[src/rtl/ks_add_pkg.sv]
// Shared constants, result-entry sizing and a pointer-width helper for the
// Kogge-Stone adder flow-control shell. Optional feature macro: ADD_OVF_EN.
package ks_add_pkg;

  localparam int unsigned KS_WIDTH      = 64;
  localparam int unsigned KS_ADD_LAT    = 3;
  localparam int unsigned KS_FIFO_DEPTH = 8;
  localparam int unsigned KS_COUT_BITS  = 1;

`ifdef ADD_OVF_EN
  localparam int unsigned KS_OVF_BITS = 1;
`else
  localparam int unsigned KS_OVF_BITS = 0;
`endif

  // Smallest pointer width able to index depth entries (at least 1 bit)
  function automatic int unsigned ks_ptr_w(input int unsigned depth);
    int unsigned w;
    w = 0;
    for (int unsigned i = 0; i < 32; i++) begin
      if ((64'd1 << i) < 64'(depth)) w = i + 1;
    end
    return (w == 0) ? 1 : w;
  endfunction

  // Stored result entry: {[ovf], cout, sum}
  function automatic int unsigned ks_entry_w(input int unsigned width);
    return width + KS_COUT_BITS + KS_OVF_BITS;
  endfunction

  typedef struct packed {
    logic                cout;
    logic [KS_WIDTH-1:0] sum;
  } ks_result_t;

endpackage

[src/rtl/ks_add_flow_ctrl_if.sv]
// Upstream operand and downstream result handshakes of the adder shell.
interface ks_add_flow_ctrl_if
  import ks_add_pkg::*;
#(
  parameter int unsigned WIDTH = KS_WIDTH
);

  logic             in_valid;
  logic             in_ready;
  logic [WIDTH-1:0] in_a;
  logic [WIDTH-1:0] in_b;
  logic             in_cin;

  logic             out_valid;
  logic             out_ready;
  logic [WIDTH-1:0] out_sum;
  logic             out_cout;
  logic             out_ovf;

  // Producer/consumer side
  modport master (
    output in_valid, in_a, in_b, in_cin, out_ready,
    input  in_ready, out_valid, out_sum, out_cout, out_ovf
  );

  // Flow-control shell side
  modport slave (
    input  in_valid, in_a, in_b, in_cin, out_ready,
    output in_ready, out_valid, out_sum, out_cout, out_ovf
  );

endinterface

[src/rtl/ks_result_fifo.sv]
// Synchronous first-word-fall-through result FIFO; DEPTH must be a power of two.
module ks_result_fifo
  import ks_add_pkg::*;
#(
  parameter  int unsigned DATA_W = KS_WIDTH + 1,
  parameter  int unsigned DEPTH  = KS_FIFO_DEPTH,
  localparam int unsigned PTR_W  = ks_ptr_w(DEPTH),
  localparam int unsigned CNT_W  = PTR_W + 1
) (
  input  logic              clk,
  input  logic              rst,
  input  logic              push,
  input  logic [DATA_W-1:0] wdata,
  input  logic              pop,
  output logic              valid,
  output logic [DATA_W-1:0] rdata,
  output logic [CNT_W-1:0]  count
);

  logic [DATA_W-1:0] mem_q [DEPTH];
  logic [DATA_W-1:0] mem_d [DEPTH];
  logic [PTR_W-1:0]  wr_ptr_q, wr_ptr_d;
  logic [PTR_W-1:0]  rd_ptr_q, rd_ptr_d;
  logic [CNT_W-1:0]  count_q, count_d;
  logic              valid_q, valid_d;
  logic              pop_eff;

  // Next-state: write at tail, advance head on a pop of a non-empty FIFO
  always_comb begin
    mem_d    = mem_q;
    wr_ptr_d = wr_ptr_q;
    rd_ptr_d = rd_ptr_q;
    pop_eff  = pop && valid_q;
    if (push) begin
      mem_d[wr_ptr_q] = wdata;
      wr_ptr_d        = wr_ptr_q + PTR_W'(1);
    end
    if (pop_eff) begin
      rd_ptr_d = rd_ptr_q + PTR_W'(1);
    end
    count_d = count_q + CNT_W'(push) - CNT_W'(pop_eff);
    valid_d = (count_d != '0);
  end

  // Storage, pointers and occupancy
  always_ff @(posedge clk) begin
    if (rst) begin
      for (int i = 0; i < int'(DEPTH); i++) mem_q[i] <= '0;
      wr_ptr_q <= '0;
      rd_ptr_q <= '0;
      count_q  <= '0;
      valid_q  <= 1'b0;
    end else begin
      mem_q    <= mem_d;
      wr_ptr_q <= wr_ptr_d;
      rd_ptr_q <= rd_ptr_d;
      count_q  <= count_d;
      valid_q  <= valid_d;
    end
  end

  // Credit accounting upstream must make overflow unreachable
  always_ff @(posedge clk) begin
    if (!rst) begin
      assert (count_q <= CNT_W'(DEPTH));
      assert (!(push && !pop_eff && (count_q == CNT_W'(DEPTH))));
    end
  end

  assign valid = valid_q;
  assign rdata = mem_q[rd_ptr_q];
  assign count = count_q;

endmodule

[src/rtl/ks_add_flow_ctrl.sv]
// Valid/ready shell around the pipelined Kogge-Stone adder: issue register,
// valid-tag shift register tracking the adder pipeline, credit-based in_ready
// and a result FIFO absorbing consumer back-pressure.
// Optional feature macro: ADD_OVF_EN (signed overflow flag per result).
module ks_add_flow_ctrl
  import ks_add_pkg::*;
#(
  parameter int unsigned WIDTH      = KS_WIDTH,
  parameter int unsigned ADD_LAT    = KS_ADD_LAT,
  parameter int unsigned FIFO_DEPTH = KS_FIFO_DEPTH
) (
  input  logic             clk,
  input  logic             rst,
  ks_add_flow_ctrl_if.slave bus,
  output logic [WIDTH-1:0] add_a,
  output logic [WIDTH-1:0] add_b,
  output logic             add_cin,
  input  logic [WIDTH-1:0] add_sum,
  input  logic             add_cout
);

  localparam int unsigned CNT_W   = ks_ptr_w(FIFO_DEPTH) + 1;
  localparam int unsigned ENTRY_W = ks_entry_w(WIDTH);
  localparam int unsigned CRED_W  = CNT_W + 8;

  logic [WIDTH-1:0]   add_a_q, add_a_d;
  logic [WIDTH-1:0]   add_b_q, add_b_d;
  logic               add_cin_q, add_cin_d;
  logic               issue_vld_q, issue_vld_d;
  logic [ADD_LAT-1:0] vld_sr_q, vld_sr_d;
  logic               in_ready_q, in_ready_d;

  logic               accept;
  logic               push;
  logic               pop_eff;
  logic [CRED_W-1:0]  count_nxt;
  logic [CRED_W-1:0]  inflight_nxt;

  logic               fifo_valid;
  logic [ENTRY_W-1:0] fifo_wdata;
  logic [ENTRY_W-1:0] fifo_rdata;
  logic [CNT_W-1:0]   fifo_count;

  assign accept  = bus.in_valid && in_ready_q;
  assign push    = vld_sr_q[ADD_LAT-1];
  assign pop_eff = bus.out_ready && fifo_valid;

  // Issue register: capture operands on accept, otherwise hold them
  always_comb begin
    add_a_d     = add_a_q;
    add_b_d     = add_b_q;
    add_cin_d   = add_cin_q;
    issue_vld_d = accept;
    if (accept) begin
      add_a_d   = bus.in_a;
      add_b_d   = bus.in_b;
      add_cin_d = bus.in_cin;
    end
  end

  // Valid tag follows the operands through the adder stages
  always_comb begin
    vld_sr_d = ADD_LAT'({vld_sr_q, issue_vld_q});
  end

  // Credits: results stored plus results still travelling must fit the FIFO
  always_comb begin
    count_nxt    = CRED_W'(fifo_count) + CRED_W'(push) - CRED_W'(pop_eff);
    inflight_nxt = CRED_W'($countones(vld_sr_d)) + CRED_W'(issue_vld_d);
    in_ready_d   = (count_nxt + inflight_nxt) < CRED_W'(FIFO_DEPTH);
  end

  // Issue, tracking and credit state
  always_ff @(posedge clk) begin
    if (rst) begin
      add_a_q     <= '0;
      add_b_q     <= '0;
      add_cin_q   <= 1'b0;
      issue_vld_q <= 1'b0;
      vld_sr_q    <= '0;
      in_ready_q  <= 1'b0;
    end else begin
      add_a_q     <= add_a_d;
      add_b_q     <= add_b_d;
      add_cin_q   <= add_cin_d;
      issue_vld_q <= issue_vld_d;
      vld_sr_q    <= vld_sr_d;
      in_ready_q  <= in_ready_d;
    end
  end

`ifdef ADD_OVF_EN
  logic [ADD_LAT-1:0][1:0] msb_sr_q, msb_sr_d;
  logic                    ovf_wr;

  // Operand sign bits ride along with the valid tag
  always_comb begin
    msb_sr_d[0] = {add_a_q[WIDTH-1], add_b_q[WIDTH-1]};
    for (int i = 1; i < int'(ADD_LAT); i++) msb_sr_d[i] = msb_sr_q[i-1];
    ovf_wr     = (msb_sr_q[ADD_LAT-1][1] == msb_sr_q[ADD_LAT-1][0]) &&
                 (add_sum[WIDTH-1] != msb_sr_q[ADD_LAT-1][1]);
    fifo_wdata = {ovf_wr, add_cout, add_sum};
  end

  // Sign-bit shift register
  always_ff @(posedge clk) begin
    if (rst) msb_sr_q <= '0;
    else     msb_sr_q <= msb_sr_d;
  end

  assign bus.out_ovf = fifo_rdata[ENTRY_W-1];
`else
  // Result entry without overflow tracking
  always_comb begin
    fifo_wdata = {add_cout, add_sum};
  end

  assign bus.out_ovf = 1'b0;
`endif

  ks_result_fifo #(
    .DATA_W (ENTRY_W),
    .DEPTH  (FIFO_DEPTH)
  ) u_fifo (
    .clk   (clk),
    .rst   (rst),
    .push  (push),
    .wdata (fifo_wdata),
    .pop   (bus.out_ready),
    .valid (fifo_valid),
    .rdata (fifo_rdata),
    .count (fifo_count)
  );

  assign add_a        = add_a_q;
  assign add_b        = add_b_q;
  assign add_cin      = add_cin_q;
  assign bus.in_ready = in_ready_q;
  assign bus.out_valid = fifo_valid;
  assign bus.out_sum   = fifo_rdata[WIDTH-1:0];
  assign bus.out_cout  = fifo_rdata[WIDTH];

endmodule

[src/flat_wrapper.sv]
// flat-port wrapper written by rule: the top's interface ports become plain ports
module ks_add_flow_ctrl_flat import ks_add_pkg::*;
#(
  parameter int unsigned WIDTH      = KS_WIDTH,
  parameter int unsigned ADD_LAT    = KS_ADD_LAT,
  parameter int unsigned FIFO_DEPTH = KS_FIFO_DEPTH
)
  (clk, rst, add_a, add_b, add_cin, add_sum, add_cout, bus_in_valid, bus_in_a, bus_in_b, bus_in_cin, bus_out_ready, bus_in_ready, bus_out_valid, bus_out_sum, bus_out_cout, bus_out_ovf);
  ks_add_flow_ctrl_if #(.WIDTH(WIDTH)) bus_i ();
  input  logic clk;
  input  logic rst;
  output logic [WIDTH-1:0] add_a;
  output logic [WIDTH-1:0] add_b;
  output logic add_cin;
  input  logic [WIDTH-1:0] add_sum;
  input  logic add_cout;
  input wire logic [$bits(bus_i.in_valid)-1:0] bus_in_valid;
  input wire logic [$bits(bus_i.in_a)-1:0] bus_in_a;
  input wire logic [$bits(bus_i.in_b)-1:0] bus_in_b;
  input wire logic [$bits(bus_i.in_cin)-1:0] bus_in_cin;
  input wire logic [$bits(bus_i.out_ready)-1:0] bus_out_ready;
  output wire logic [$bits(bus_i.in_ready)-1:0] bus_in_ready;
  output wire logic [$bits(bus_i.out_valid)-1:0] bus_out_valid;
  output wire logic [$bits(bus_i.out_sum)-1:0] bus_out_sum;
  output wire logic [$bits(bus_i.out_cout)-1:0] bus_out_cout;
  output wire logic [$bits(bus_i.out_ovf)-1:0] bus_out_ovf;
  assign bus_i.in_valid = bus_in_valid;
  assign bus_i.in_a = bus_in_a;
  assign bus_i.in_b = bus_in_b;
  assign bus_i.in_cin = bus_in_cin;
  assign bus_i.out_ready = bus_out_ready;
  assign bus_in_ready = bus_i.in_ready;
  assign bus_out_valid = bus_i.out_valid;
  assign bus_out_sum = bus_i.out_sum;
  assign bus_out_cout = bus_i.out_cout;
  assign bus_out_ovf = bus_i.out_ovf;
  ks_add_flow_ctrl #(.WIDTH(WIDTH), .ADD_LAT(ADD_LAT), .FIFO_DEPTH(FIFO_DEPTH)) u_core (.clk(clk), .rst(rst), .bus(bus_i), .add_a(add_a), .add_b(add_b), .add_cin(add_cin), .add_sum(add_sum), .add_cout(add_cout));
endmodule
[config.mk]
export PLATFORM = sky130hd
export DESIGN_NAME = ks_add_flow_ctrl_flat
export DESIGN_NICKNAME = d
export VERILOG_FILES = /design/src/rtl/ks_add_pkg.sv /design/src/rtl/ks_add_flow_ctrl_if.sv /design/src/rtl/ks_result_fifo.sv /design/src/rtl/ks_add_flow_ctrl.sv /design/src/flat_wrapper.sv
export SDC_FILE = /design/constraint.sdc
export NUM_CORES = 2
export LEC_CHECK = 0
export BUFFER_PORTS_ARGS = -buffer_cell sky130_fd_sc_hd__buf_2
export CAP_MARGIN = 20
export CORE_UTILIZATION = 35
export CTS_CLUSTER_SIZE = 10
export DETAILED_ROUTE_END_ITERATION = 16
export PLACE_DENSITY_LB_ADDON = 0.08
export SLEW_MARGIN = 30
export SYNTH_ARGS = -nofsm -noshare
export SYNTH_HDL_FRONTEND = slang
export SYNTH_SLANG_ARGS = --single-unit
[constraint.sdc]
create_clock -name clk -period 2.6 [get_ports clk]
set_clock_uncertainty 0.1 [all_clocks]
set_input_delay 0.52 -clock clk [delete_from_list [all_inputs] [get_ports clk]]
set_output_delay 0.52 -clock clk [all_outputs]
set_load 0.02 [all_outputs]
==> reports/qor.tcl <==
set qor(outcome) {finished with violations}
set qor(failing_checks) {setup timing}
set qor(hpwl_um) 54190
set qor(hp-class) {in -> reg}
set qor(timing.critical_path.slowest_stage_cell) {sky130_fd_sc_hd__mux4_2}
set qor(setup_violating_endpoint_count_in_the_final_report) 65
set qor(synth-adder-area-share) 0.01144
set qor(clock_group_share_of_total_power) 0.412
set qor(synth.top_cell.area_share) 0.4830
set qor(setup.worst_path.start_class) {register}
set qor(vdd_ir_drop_max_mv) 0.5398
set qor(stdcell_area_sq_um) 33820
set qor(global_route_wire_length_before_repair_um) 140100
set qor(place.gp.congestion) 0.8036
set qor(cts.sink_count) 665
set qor(vias_per_cell) 5.117
set qor(die_area_sq_um) 79870
set qor(period_share) 1.153
set qor(timing.critical_path.mode_cell) {sky130_fd_sc_hd__buf_12}
set qor(wl_per_cell_um) 20.00
set qor(antenna_found_initial) 16
set qor(worst_setup_path_startpoint) {u_core.u_fifo.rd_ptr_q[0]$_SDFFE_PP0P_}
set qor(final_layout_size_suffix_gt1_frac) 0.2379
set qor(postSynthRegisterBits) 665
set qor(synth.distinct_cells) 36
set qor(grt_pass1_vias) 23274
set qor(fp.coreArea_sq_um) 77720
set qor(post_dp_area_sq_um) 30600
set qor(count_of_pins_on_the_block_boundary) 395
set qor(clock_tree_from_tritoncts) {yes}
set qor(slew_headroom) 0.3982
set qor(worst-path-max-fanout) 14
set qor(dominant_combinational_cell_family_by_area_after_synthesis) {simple AND/OR/NAND/NOR gates}
set qor(syn-cell-area_sq_um) 27560
set qor(cts.clk_slew.worst_paths_ps) 50
set qor(wirelength_um) 92300
set qor(p_int_mw) 17.67
set qor(synth_edf_count) 0
set qor(cp_buf_inv_count) 3
set qor(placedCellCount) 4457
set qor(globalRouteTotalUtil) 0.2276
set qor(numCtsBuffers) 79
set qor(syn-mean-instance-area_sq_um) 8.465
set qor(r2r_cells) 11
set qor(synth.mux.area_fraction) 0.1362
set qor(count_of_mapped_cells_out_of_synthesis) 3256
set qor(postSynth.topFlopCell) {sky130_fd_sc_hd__dfxtp_1}
set qor(reg2reg_to) {u_core.bus.in_ready$_SDFF_PP0_}
set qor(fp.dieH_um) 282.6
set qor(postSynth.asyncResetShare) 0
set qor(type_of_the_setup_path_with_the_least_slack) {reg -> out}
set qor(cells_traversed_along_the_worst_timing_path) {buf_12, buf_12, mux4_2, mux2_4, buf_2}
set qor(synthSimpleGateAreaFrac) 0.1856
set qor(layout.cells.non_filler) 4616
set qor(crit_path_end_kind) {primary output}
set qor(layout.nets) 3764
set qor(layout.cells.most_common_list) {sky130_fd_sc_hd__nand2_1 (1306), sky130_fd_sc_hd__dfxtp_1 (659), sky130_fd_sc_hd__a21oi_1 (651)}
set qor(x_dimension_of_the_die_um) 282.6
set qor(synth-compound-area-share) 0.1218
set qor(most_common_cell_after_layout_fill_and_taps_aside) {sky130_fd_sc_hd__nand2_1}
set qor(layout.core_utilization) 0.4351
set qor(yosys-top-cells-area) {sky130_fd_sc_hd__dfxtp_1 (48%), sky130_fd_sc_hd__nand2_1 (18%), sky130_fd_sc_hd__a21oi_1 (12%), sky130_fd_sc_hd__mux4_2 (11%), sky130_fd_sc_hd__buf_2 (3.0%)}
set qor(worst_ep_arrival_time_ps) 2380
set qor(htree_levels) 3
set qor(area_growth_syn_to_layout_pct) 22.70
set qor(cpPeakStageDelay_ps) 520
set qor(cellLeakagePower_nw) 12.01
set qor(timing_worst_slew_pin_value_ps) 902.7
set qor(max_cap_violations) 0
set qor(cts-root-to-sink-buffers) 3
set qor(whs_ps) 51.48
set qor(drtPass1Iterations) 5
set qor(placement.io_buffers) 393
set qor(grt_max_degree) 98
set qor(cp_data_required_time_ps) 1980
set qor(sequentialPowerShare) 0.441
set qor(period_needed_ps) 2998
set qor(worst-path-stages) 5
set qor(cpLargestDelayFamily) {multiplexers}
set qor(grt.overflow.total) 0
set qor(post_synth_xor_area_fraction) 0.002542
set qor(drc) 0
set qor(p_per_area_nw_per_um2) 704.2
set qor(timing_hold_violations_final) 0
set qor(warnings_synthesis) 0
set qor(drtIter0Drc) 1625
set qor(clockRootBuffer) {sky130_fd_sc_hd__clkbuf_16}
set qor(timing.final.max_slew_violations) 0
set qor(netSwitchingPower_mw) 6.150
set qor(rows) 102
set qor(holdBufCountCts) 0
set qor(synth_nets) 3478
set qor(start_util) 0.3546
set qor(power_frac_comb) 0.147
set qor(crit_end) {bus_out_sum[27]}
set qor(portion_of_the_post_synthesis_area_used_by_sequential_elements) 0.4830
set qor(layout_setup_ws_ps) -398.3
set qor(reg2reg_slack_ps) 90
set qor(vias) 23618
set qor(sw_frac) 0.2582
set qor(clk-insertion-delay-late_ps) 600
set qor(fmax_mhz) 333.5
set qor(antenna_nets_post_route) 0
set qor(netlist.top_cell.by_area) {sky130_fd_sc_hd__dfxtp_1}
set qor(timing.rr.start) {u_core.vld_sr_q[2]$_SDFF_PP0_}
set qor(unrepaired_setup_endpoints_after_global_routing) {yes}
## area by class of cell
| type | count | area, sq um |
|---|---|---|
| diodes | 7 | 17.52 |
| clock buffers | 106 | 2161 |
| clock inverters | 2 | 10.01 |
| fillers | 7607 | 43900 |
| inverters | 23 | 87.58 |
| multi-input cells | 2247 | 13010 |
| flip-flops and latches | 665 | 13330 |
| well taps | 1040 | 1301 |
| repair buffers | 526 | 3905 |
## cell families after synthesis
| logic type | after synthesis |
|---|---|
| other | 1 |
| AND/OR/NAND/NOR | 1352 |
| XOR/XNOR | 8 |
| multiplexers | 197 |
| adder cells (fa/ha/maj) | 24 |
| flip-flops | 665 |
| buffers and inverters | 344 |
| AO/OA/AOI/OAI | 665 |
## layer usage
metal,up-vias,GRT usage,share of wire
li1,11288,-,-
met1,11507,0.2852,0.41
met2,660,0.3961,0.50
met3,147,0.04601,0.060
met4,16,0.05946,0.022
met5,-,0,0.0010
## sequential cells by signal, indices dropped and copies added, names as in the netlist
name / flops
u_core.u_fifo.count: 4
u_core.add_b: 64
u_core.add_cin: 1
u_core.u_fifo.wr_ptr_q: 3
u_core.u_fifo.rd_ptr_q: 3
u_core.vld_sr_q: 3
u_core.u_fifo.valid: 1
u_core.bus.in_ready: 1
u_core.issue_vld_q: 1
u_core.u_fifo.mem_q: 520
u_core.add_a: 64
## cell usage after synthesis (2+ instances only)
| cell | instances |
|---|---|
| sky130_fd_sc_hd__nand4_1 | 2 |
| sky130_fd_sc_hd__buf_8 | 2 |
| sky130_fd_sc_hd__mux2_4 | 20 |
| sky130_fd_sc_hd__mux2i_1 | 2 |
| sky130_fd_sc_hd__nor2b_1 | 6 |
| sky130_fd_sc_hd__nand3_1 | 8 |
| sky130_fd_sc_hd__buf_1 | 15 |
| sky130_fd_sc_hd__clkbuf_2 | 5 |
| sky130_fd_sc_hd__nand2_1 | 1311 |
| sky130_fd_sc_hd__buf_12 | 3 |
| sky130_fd_sc_hd__a31oi_1 | 3 |
| sky130_fd_sc_hd__buf_2 | 164 |
| sky130_fd_sc_hd__nor2_1 | 19 |
| sky130_fd_sc_hd__buf_4 | 5 |
| sky130_fd_sc_hd__ha_1 | 22 |
| sky130_fd_sc_hd__nor3_1 | 3 |
| sky130_fd_sc_hd__xor2_1 | 6 |
| sky130_fd_sc_hd__buf_6 | 5 |
| sky130_fd_sc_hd__mux2_2 | 45 |
| sky130_fd_sc_hd__a221oi_1 | 2 |
| sky130_fd_sc_hd__mux4_2 | 130 |
| sky130_fd_sc_hd__clkbuf_1 | 122 |
| sky130_fd_sc_hd__xnor2_1 | 2 |
| sky130_fd_sc_hd__dfxtp_1 | 665 |
| sky130_fd_sc_hd__nand2b_1 | 3 |
| sky130_fd_sc_hd__fa_1 | 2 |
| sky130_fd_sc_hd__o21ai_0 | 2 |
| sky130_fd_sc_hd__inv_1 | 23 |
| sky130_fd_sc_hd__a21oi_1 | 652 |
## how the worst min path moves through the flow
stage	start	endpoint	slack [ps]	cells past startpoint
5_1_grt	bus_in_b[16]	u_core.add_b[16]$_SDFFE_PP0P_	30	3
2_1_floorplan	u_core.u_fifo.mem_q[100]$_SDFFE_PP0P_	u_core.u_fifo.mem_q[100]$_SDFFE_PP0P_	330	2
4_1_cts	bus_in_b[4]	u_core.add_b[4]$_SDFFE_PP0P_	20	3
3_3_place_gp	u_core.u_fifo.mem_q[295]$_SDFFE_PP0P_	u_core.u_fifo.mem_q[295]$_SDFFE_PP0P_	340	2
6_report	bus_in_a[2]	u_core.add_a[2]$_SDFFE_PP0P_	50	3
3_5_place_dp	u_core.add_a[21]$_SDFFE_PP0P_	u_core.add_a[21]$_SDFFE_PP0P_	340	2
## metrics by stage
stage / TNS, ps / worst slack, ps / power (mW)
finish: -21790 / -398.3 / 23.82
global route: -26550 / -468.0 / 24.82
CTS: -26390 / -448.6 / 23.86
detailed placement: -123.5 / -123.5 / 13.68
global placement: -86.16 / -86.16 / 13.64
floorplan: 0 / 79.70 / 12.65
## power groups by stage
| stage | Combinational, mW | Sequential (mW) | Clock [mW] |
|---|---|---|---|
| global placement | 2.95 | 10.7 | 0 |
| floorplan | 1.82 | 10.8 | 0 |
| finish | 3.51 | 10.5 | 9.81 |
| CTS | 3.28 | 10.5 | 10.1 |
| global route | 3.79 | 10.5 | 10.5 |
| detailed placement | 2.98 | 10.7 | 0 |
## worst min-delay path, stage by stage
cell and delay (ps):
sky130_fd_sc_hd__buf_2 90, sky130_fd_sc_hd__nand2_1 40, sky130_fd_sc_hd__a21oi_1 50
## repair_timing
| item | in CTS | in global routing |
|---|---|---|
| buffers inserted | 22 | 21 |
| resized for setup | 69 | 85 |
| cloned | 3 | 1 |
| hold endpoints to repair | 0 | 0 |
| pin swaps | 3 | 6 |
| endpoints found under the setup margin | 66 | 66 |
No activity file was read; power rests on OpenSTA's default activity.
